## config.mk

```make
export PLATFORM = sky130hd
export DESIGN_NAME = csi2_frame_scheduler
export DESIGN_NICKNAME = d
export VERILOG_FILES = /design/src/rtl/csi2_frame_scheduler.sv
export SDC_FILE = /design/constraint.sdc
export NUM_CORES = 1
export LEC_CHECK = 0
export CORE_UTILIZATION = 40
export CTS_BUF_LIST = sky130_fd_sc_hd__clkbuf_8
export DETAILED_ROUTE_END_ITERATION = 16
export PLACE_DENSITY = 0.68
export SLEW_MARGIN = 20
export SYNTH_ARGS = -nofsm -noshare
export SYNTH_HDL_FRONTEND = slang
export SYNTH_SLANG_ARGS = --single-unit
```

## constraint.sdc

```tcl
create_clock -name byte_clk_i -period 2.6 [get_ports byte_clk_i]
set_input_delay 0.78 -clock byte_clk_i [delete_from_list [all_inputs] [get_ports byte_clk_i]]
set_output_delay 0.78 -clock byte_clk_i [all_outputs]
set_load 0.005 [all_outputs]
```

## src/rtl/csi2_frame_scheduler.sv

```systemverilog
`default_nettype none
// ============================================================================
// Module      : csi2_frame_scheduler
// Description : CSI-2 test-screen frame/line timing master. It sequences the
//               FS/FE short-packet requests and paces the active words
//               against TX back-pressure.
//               Optional macro CSI2_FRAME_NUMBER_EN puts a wrapping frame
//               number into the short-packet data field.
// Revision    : 1.0 - initial release
// ============================================================================
module csi2_frame_scheduler #(
  parameter int H_ACTIVE = 400,
  parameter int V_ACTIVE = 480,
  parameter int H_BLANK  = 100,
  parameter int V_BLANK  = 20,
  parameter int FNUM_MAX = 2
) (
  input  logic        byte_clk_i,
  input  logic        reset_i,
  input  logic        enable_i,
  output logic [11:0] line_number_o,
  output logic [11:0] hori_pixel_count_o,
  output logic        data_valid_o,
  input  logic        data_ready_i,
  output logic        line_start_o,
  output logic        line_end_o,
  output logic        sp_req_o,
  output logic [5:0]  sp_type_o,
  output logic [15:0] sp_data_o,
  input  logic        sp_ack_i,
  output logic [15:0] frame_count_o,
  output logic        busy_o
);

  localparam int c_BLANK_MAX = (H_BLANK > V_BLANK) ? H_BLANK : V_BLANK;
  localparam int c_BW        = (c_BLANK_MAX > 1) ? $clog2(c_BLANK_MAX) : 1;

  localparam logic [c_BW-1:0] c_HB_LAST = c_BW'(H_BLANK - 1);
  localparam logic [c_BW-1:0] c_VB_LAST = c_BW'(V_BLANK - 1);
  localparam logic [11:0]     c_H_LAST  = 12'(H_ACTIVE - 1);
  localparam logic [11:0]     c_V_LINES = 12'(V_ACTIVE);

  localparam logic [2:0] c_S_IDLE        = 3'd0;
  localparam logic [2:0] c_S_FS_REQ      = 3'd1;
  localparam logic [2:0] c_S_LINE_ACT    = 3'd2;
  localparam logic [2:0] c_S_LINE_BLANK  = 3'd3;
  localparam logic [2:0] c_S_FE_REQ      = 3'd4;
  localparam logic [2:0] c_S_FRAME_BLANK = 3'd5;

  localparam logic [5:0] c_DT_FS = 6'h00;
  localparam logic [5:0] c_DT_FE = 6'h01;

  if (H_ACTIVE < 1 || H_ACTIVE > 4095 || V_ACTIVE < 1 || V_ACTIVE > 4095 ||
      H_BLANK < 1 || V_BLANK < 1 || FNUM_MAX < 1) begin : g_param_check
    $error("csi2_frame_scheduler: parameter out of legal range");
  end

  logic [2:0]      r_state;
  logic [11:0]     r_line;
  logic [11:0]     r_count;
  logic [c_BW-1:0] r_blank;
  logic [15:0]     r_frame_cnt;

  logic w_xfer;
  logic w_last_word;
  logic w_fb_done;
  logic w_fs_entry;

  assign w_xfer      = (r_state == c_S_LINE_ACT) && data_ready_i;
  assign w_last_word = (r_count == c_H_LAST);
  assign w_fb_done   = (r_state == c_S_FRAME_BLANK) && (r_blank == c_VB_LAST);
  assign w_fs_entry  = enable_i && ((r_state == c_S_IDLE) || w_fb_done);

  always_ff @(posedge byte_clk_i) begin
    if (reset_i) begin
      r_state     <= c_S_IDLE;
      r_line      <= 12'd0;
      r_count     <= 12'd0;
      r_blank     <= '0;
      r_frame_cnt <= 16'd0;
    end else begin
      case (r_state)
        c_S_IDLE: begin
          if (enable_i) r_state <= c_S_FS_REQ;
        end
        c_S_FS_REQ: begin
          if (sp_ack_i) begin
            r_state <= c_S_LINE_ACT;
            r_line  <= 12'd1;
            r_count <= 12'd0;
          end
        end
        c_S_LINE_ACT: begin
          // Without ready the word is re-presented unchanged next cycle.
          if (w_xfer) begin
            if (w_last_word) begin
              r_state <= c_S_LINE_BLANK;
              r_blank <= '0;
            end else begin
              r_count <= r_count + 12'd1;
            end
          end
        end
        c_S_LINE_BLANK: begin
          if (r_blank == c_HB_LAST) begin
            r_count <= 12'd0;
            if (r_line < c_V_LINES) begin
              r_state <= c_S_LINE_ACT;
              r_line  <= r_line + 12'd1;
            end else begin
              r_state <= c_S_FE_REQ;
              r_line  <= 12'd0;
            end
          end else begin
            r_blank <= r_blank + 1'b1;
          end
        end
        c_S_FE_REQ: begin
          if (sp_ack_i) begin
            r_state     <= c_S_FRAME_BLANK;
            r_blank     <= '0;
            r_frame_cnt <= r_frame_cnt + 16'd1;
          end
        end
        c_S_FRAME_BLANK: begin
          if (r_blank == c_VB_LAST) begin
            r_state <= enable_i ? c_S_FS_REQ : c_S_IDLE;
          end else begin
            r_blank <= r_blank + 1'b1;
          end
        end
        default: r_state <= c_S_IDLE;
      endcase
    end
  end

  assign line_number_o      = r_line;
  assign hori_pixel_count_o = r_count;
  assign data_valid_o       = (r_state == c_S_LINE_ACT);
  assign line_start_o       = data_valid_o && (r_count == 12'd0);
  assign line_end_o         = data_valid_o && w_last_word;
  assign sp_req_o           = (r_state == c_S_FS_REQ) || (r_state == c_S_FE_REQ);
  assign sp_type_o          = (r_state == c_S_FE_REQ) ? c_DT_FE : c_DT_FS;
  assign frame_count_o      = r_frame_cnt;
  assign busy_o             = (r_state != c_S_IDLE);

`ifdef CSI2_FRAME_NUMBER_EN
  logic [15:0] r_fnum;

  // Number advances on FS entry so FS and FE of one frame share it.
  always_ff @(posedge byte_clk_i) begin
    if (reset_i) begin
      r_fnum <= 16'd0;
    end else if (w_fs_entry) begin
      r_fnum <= (r_fnum >= 16'(FNUM_MAX)) ? 16'd1 : r_fnum + 16'd1;
    end
  end

  assign sp_data_o = sp_req_o ? r_fnum : 16'h0000;
`else
  logic w_fs_entry_unused;
  assign w_fs_entry_unused = w_fs_entry;
  assign sp_data_o         = 16'h0000;
`endif

endmodule
`default_nettype wire

```

==> impl_metrics.ini <==
[outcome]
status = finished, final reports clean

[yosys]
syn_area_um2 = 2790
syn_avg_cell_area_um2 = 8.37
ys_seq_area_share_pct = 35.9
syn_inst = 333
synth_top_area_share_pct = 35.9
ys_warn_count = 0
ys_seq_elements = 50
synthDistinctLibCells = 57
synth_edf_count = 0
synth_ff_type = dfxtp_1
async_reset_ff_share_pct = 0
ys_top_cells_by_area = dfxtp_1 36%, buf_4 5.7%, nor2_1 5.0%
yosys.area.top_type = dfxtp_1

[floorplan]
core-area_um2 = 6760
initial_core_util_pct = 41.2
die_area_um2 = 7300
chipHeight_um = 85.5
io_pins = 72
num_rows = 30
die_x_um = 85.5

[run]
maxCapViolCount = 0

[clocking]
clock_latency_ps = 300
cts_buffers = 5
path_clk_slew_ps = 90
clock-root-buffer = clkbuf_8
cts_tree = built
htreeDepth = 2
cts_sinks = 50
cts.path.max_buffers = 2
hold_buffers = 0
post_cts_buffers = 0

[setup_path]
arrival_ps = 1820
cp.required_ps = 1820
cp-end-kind = output pin
start_kind = register
cp_max_fo = 2
rr_worst_depth = 8
worstSetupPathType = reg -> out

[routing]
vias_per_cell = 5.33
routed_wl_mm = 6.46
dr.pass1.iters = 4
post_drt_wl_per_cell_um = 13.1
drtIter0Drc = 95
drc = 0
ant_nets = 0
via_count = 2629

[sta]
period_minus_slack_ps = 2600
worst_pin_slew_ps = 639
setup_viol = 0
rsz0062_at_grt = true
fin_ws_ps = 3.10
final-hold-violation-count = 0
fmax_ghz = 0.385
maxSlewHeadroom_pct = 57.0
fin_crit_sh_pct = 99.9
finClkSkew_ps = 7.30
drv_slew = 0

[placed_design]
hpwl_mm = 4.86
place_ws_ps = -58.5
gp_congestion = 0.845
port_buffers = 50

[global_routing]
grt_overflow = 0
antenna_found_initial = 0
grt_first_pass_wirelength_mm = 10.6
track_usage_pct = 17.7
grt_pass1_vias = 2337
grt_max_degree = 19

[final_layout]
drive_gt1_share_pct = 14.3
layout_common_cells = 48 x clkdlybuf4s50_1, 47 x dfxtp_1, 37 x nor2_1
mostFrequentLayoutCell = clkdlybuf4s50_1
diodes = 0
area_delta_synth_final_pct = 30.2
layout.nets = 423

[min_path]
hold_class = reg -> reg
whs_path_depth = 2

[pwr]
ir_worst_vdd_mv = 0.328
p_per_area_nw_per_um2 = 529
leakagePower_nw = 1.39
total_power_mw = 1.92
==> cells by family after synthesis <==
family                   count (synthesis)  synth area share (%)
AND/OR/NAND/NOR                        152                  30.0
AO/OA/AOI/OAI                           59                  14.2
flip-flops                              50                  35.9
buffers and inverters                   39                  8.67
XOR/XNOR                                23                  7.23
adder cells (fa/ha/maj)                  6                  2.69
multiplexers                             3                  1.17
other                                    1                 0.135
==> per-layer routing <==
| metal | vias to the layer above | wire length (um) | GRT usage [%] |
|---|---|---|---|
| li1 | 1325 | - | - |
| met1 | 1236 | 3100 | 23.6 |
| met2 | 57 | 3030 | 29.5 |
| met3 | 11 | 222 | 2.72 |
| met4 | 0 | 108 | 5.61 |
| met5 | - | 0 | 0 |
==> layout make-up <==
class	instances	area, um2
clock inverters	3	41.3
fillers	638	3130
well taps	80	100
flip-flops and latches	50	1000
clock buffers	5	68.8
multi-input cells	264	1630
repair buffers	85	757
inverters	6	22.5
==> report_power, final <==
group / switching [mW] / total [mW] / leakage (nW) / internal [mW]
clock network: 0.248 / 0.531 / 0.0556 / 0.283
registers: 0.0140 / 0.799 / 0.405 / 0.785
logic: 0.319 / 0.591 / 0.925 / 0.272
==> synth_stat cells (4+ instances only) <==
| cell | number |
|---|---|
| a41oi_1 | 4 |
| a311oi_1 | 4 |
| xor2_1 | 12 |
| nor4_1 | 4 |
| inv_1 | 6 |
| nand4_1 | 10 |
| nor2_1 | 37 |
| a21oi_1 | 18 |
| xnor2_1 | 11 |
| clkbuf_1 | 9 |
| nor3_1 | 12 |
| o21ai_0 | 7 |
| nand2_1 | 24 |
| buf_4 | 21 |
| nand2b_1 | 6 |
| nor3b_1 | 4 |
| nor2b_1 | 4 |
| or3_1 | 4 |
| ha_1 | 6 |
| nand3_1 | 15 |
| dfxtp_1 | 50 |
| and3_1 | 10 |
| a31oi_1 | 5 |
==> registers in the layout, indices dropped and copies added, names as in the netlist <==
register,count
frame_count_o,16
r_state,3
hori_pixel_count_o,12
r_blank,7
line_number_o,12
==> critical path, cell delays in order, from the launching register on <==
cell	delay, ps
dfxtp_2	330
or4_4	530
or4_4	500
inv_2	70
clkbuf_2	100
==> worst paths after layout <==
check,from,to,slack (ps)
max,hori_pixel_count_o[4]$_SDFFE_PP0P_,line_end_o,3
min,line_number_o[9]$_SDFFE_PP0P_,line_number_o[9]$_SDFFE_PP0P_,470
max reg2reg,hori_pixel_count_o[4]$_SDFFE_PP0P_,hori_pixel_count_o[2]$_SDFFE_PP0P_,420
min reg2reg,line_number_o[9]$_SDFFE_PP0P_,line_number_o[9]$_SDFFE_PP0P_,470
==> stage by stage <==
stage	utilization (%)	hold WS, ps	instance area, um2	instances	TNS, ps
3_5_place_dp	51.9	459	3510	485	-58.5
6_report	53.7	473	3630	493	0
2_1_floorplan	-	447	2860	353	0
3_3_place_gp	51.9	462	3510	485	-66.1
4_1_cts	53.5	479	3620	493	-86.3
5_1_grt	53.7	506	3630	493	-53.1
==> timing repair <==
action | 4_1_cts | 5_1_grt
pin swaps | 1 | 2
hold endpoints to repair | 0 | 0
setup endpoints to repair | 3 | 3
gates resized for setup | 6 | 7
cloned | 0 | 0
(Power assumes the default switching activity.)
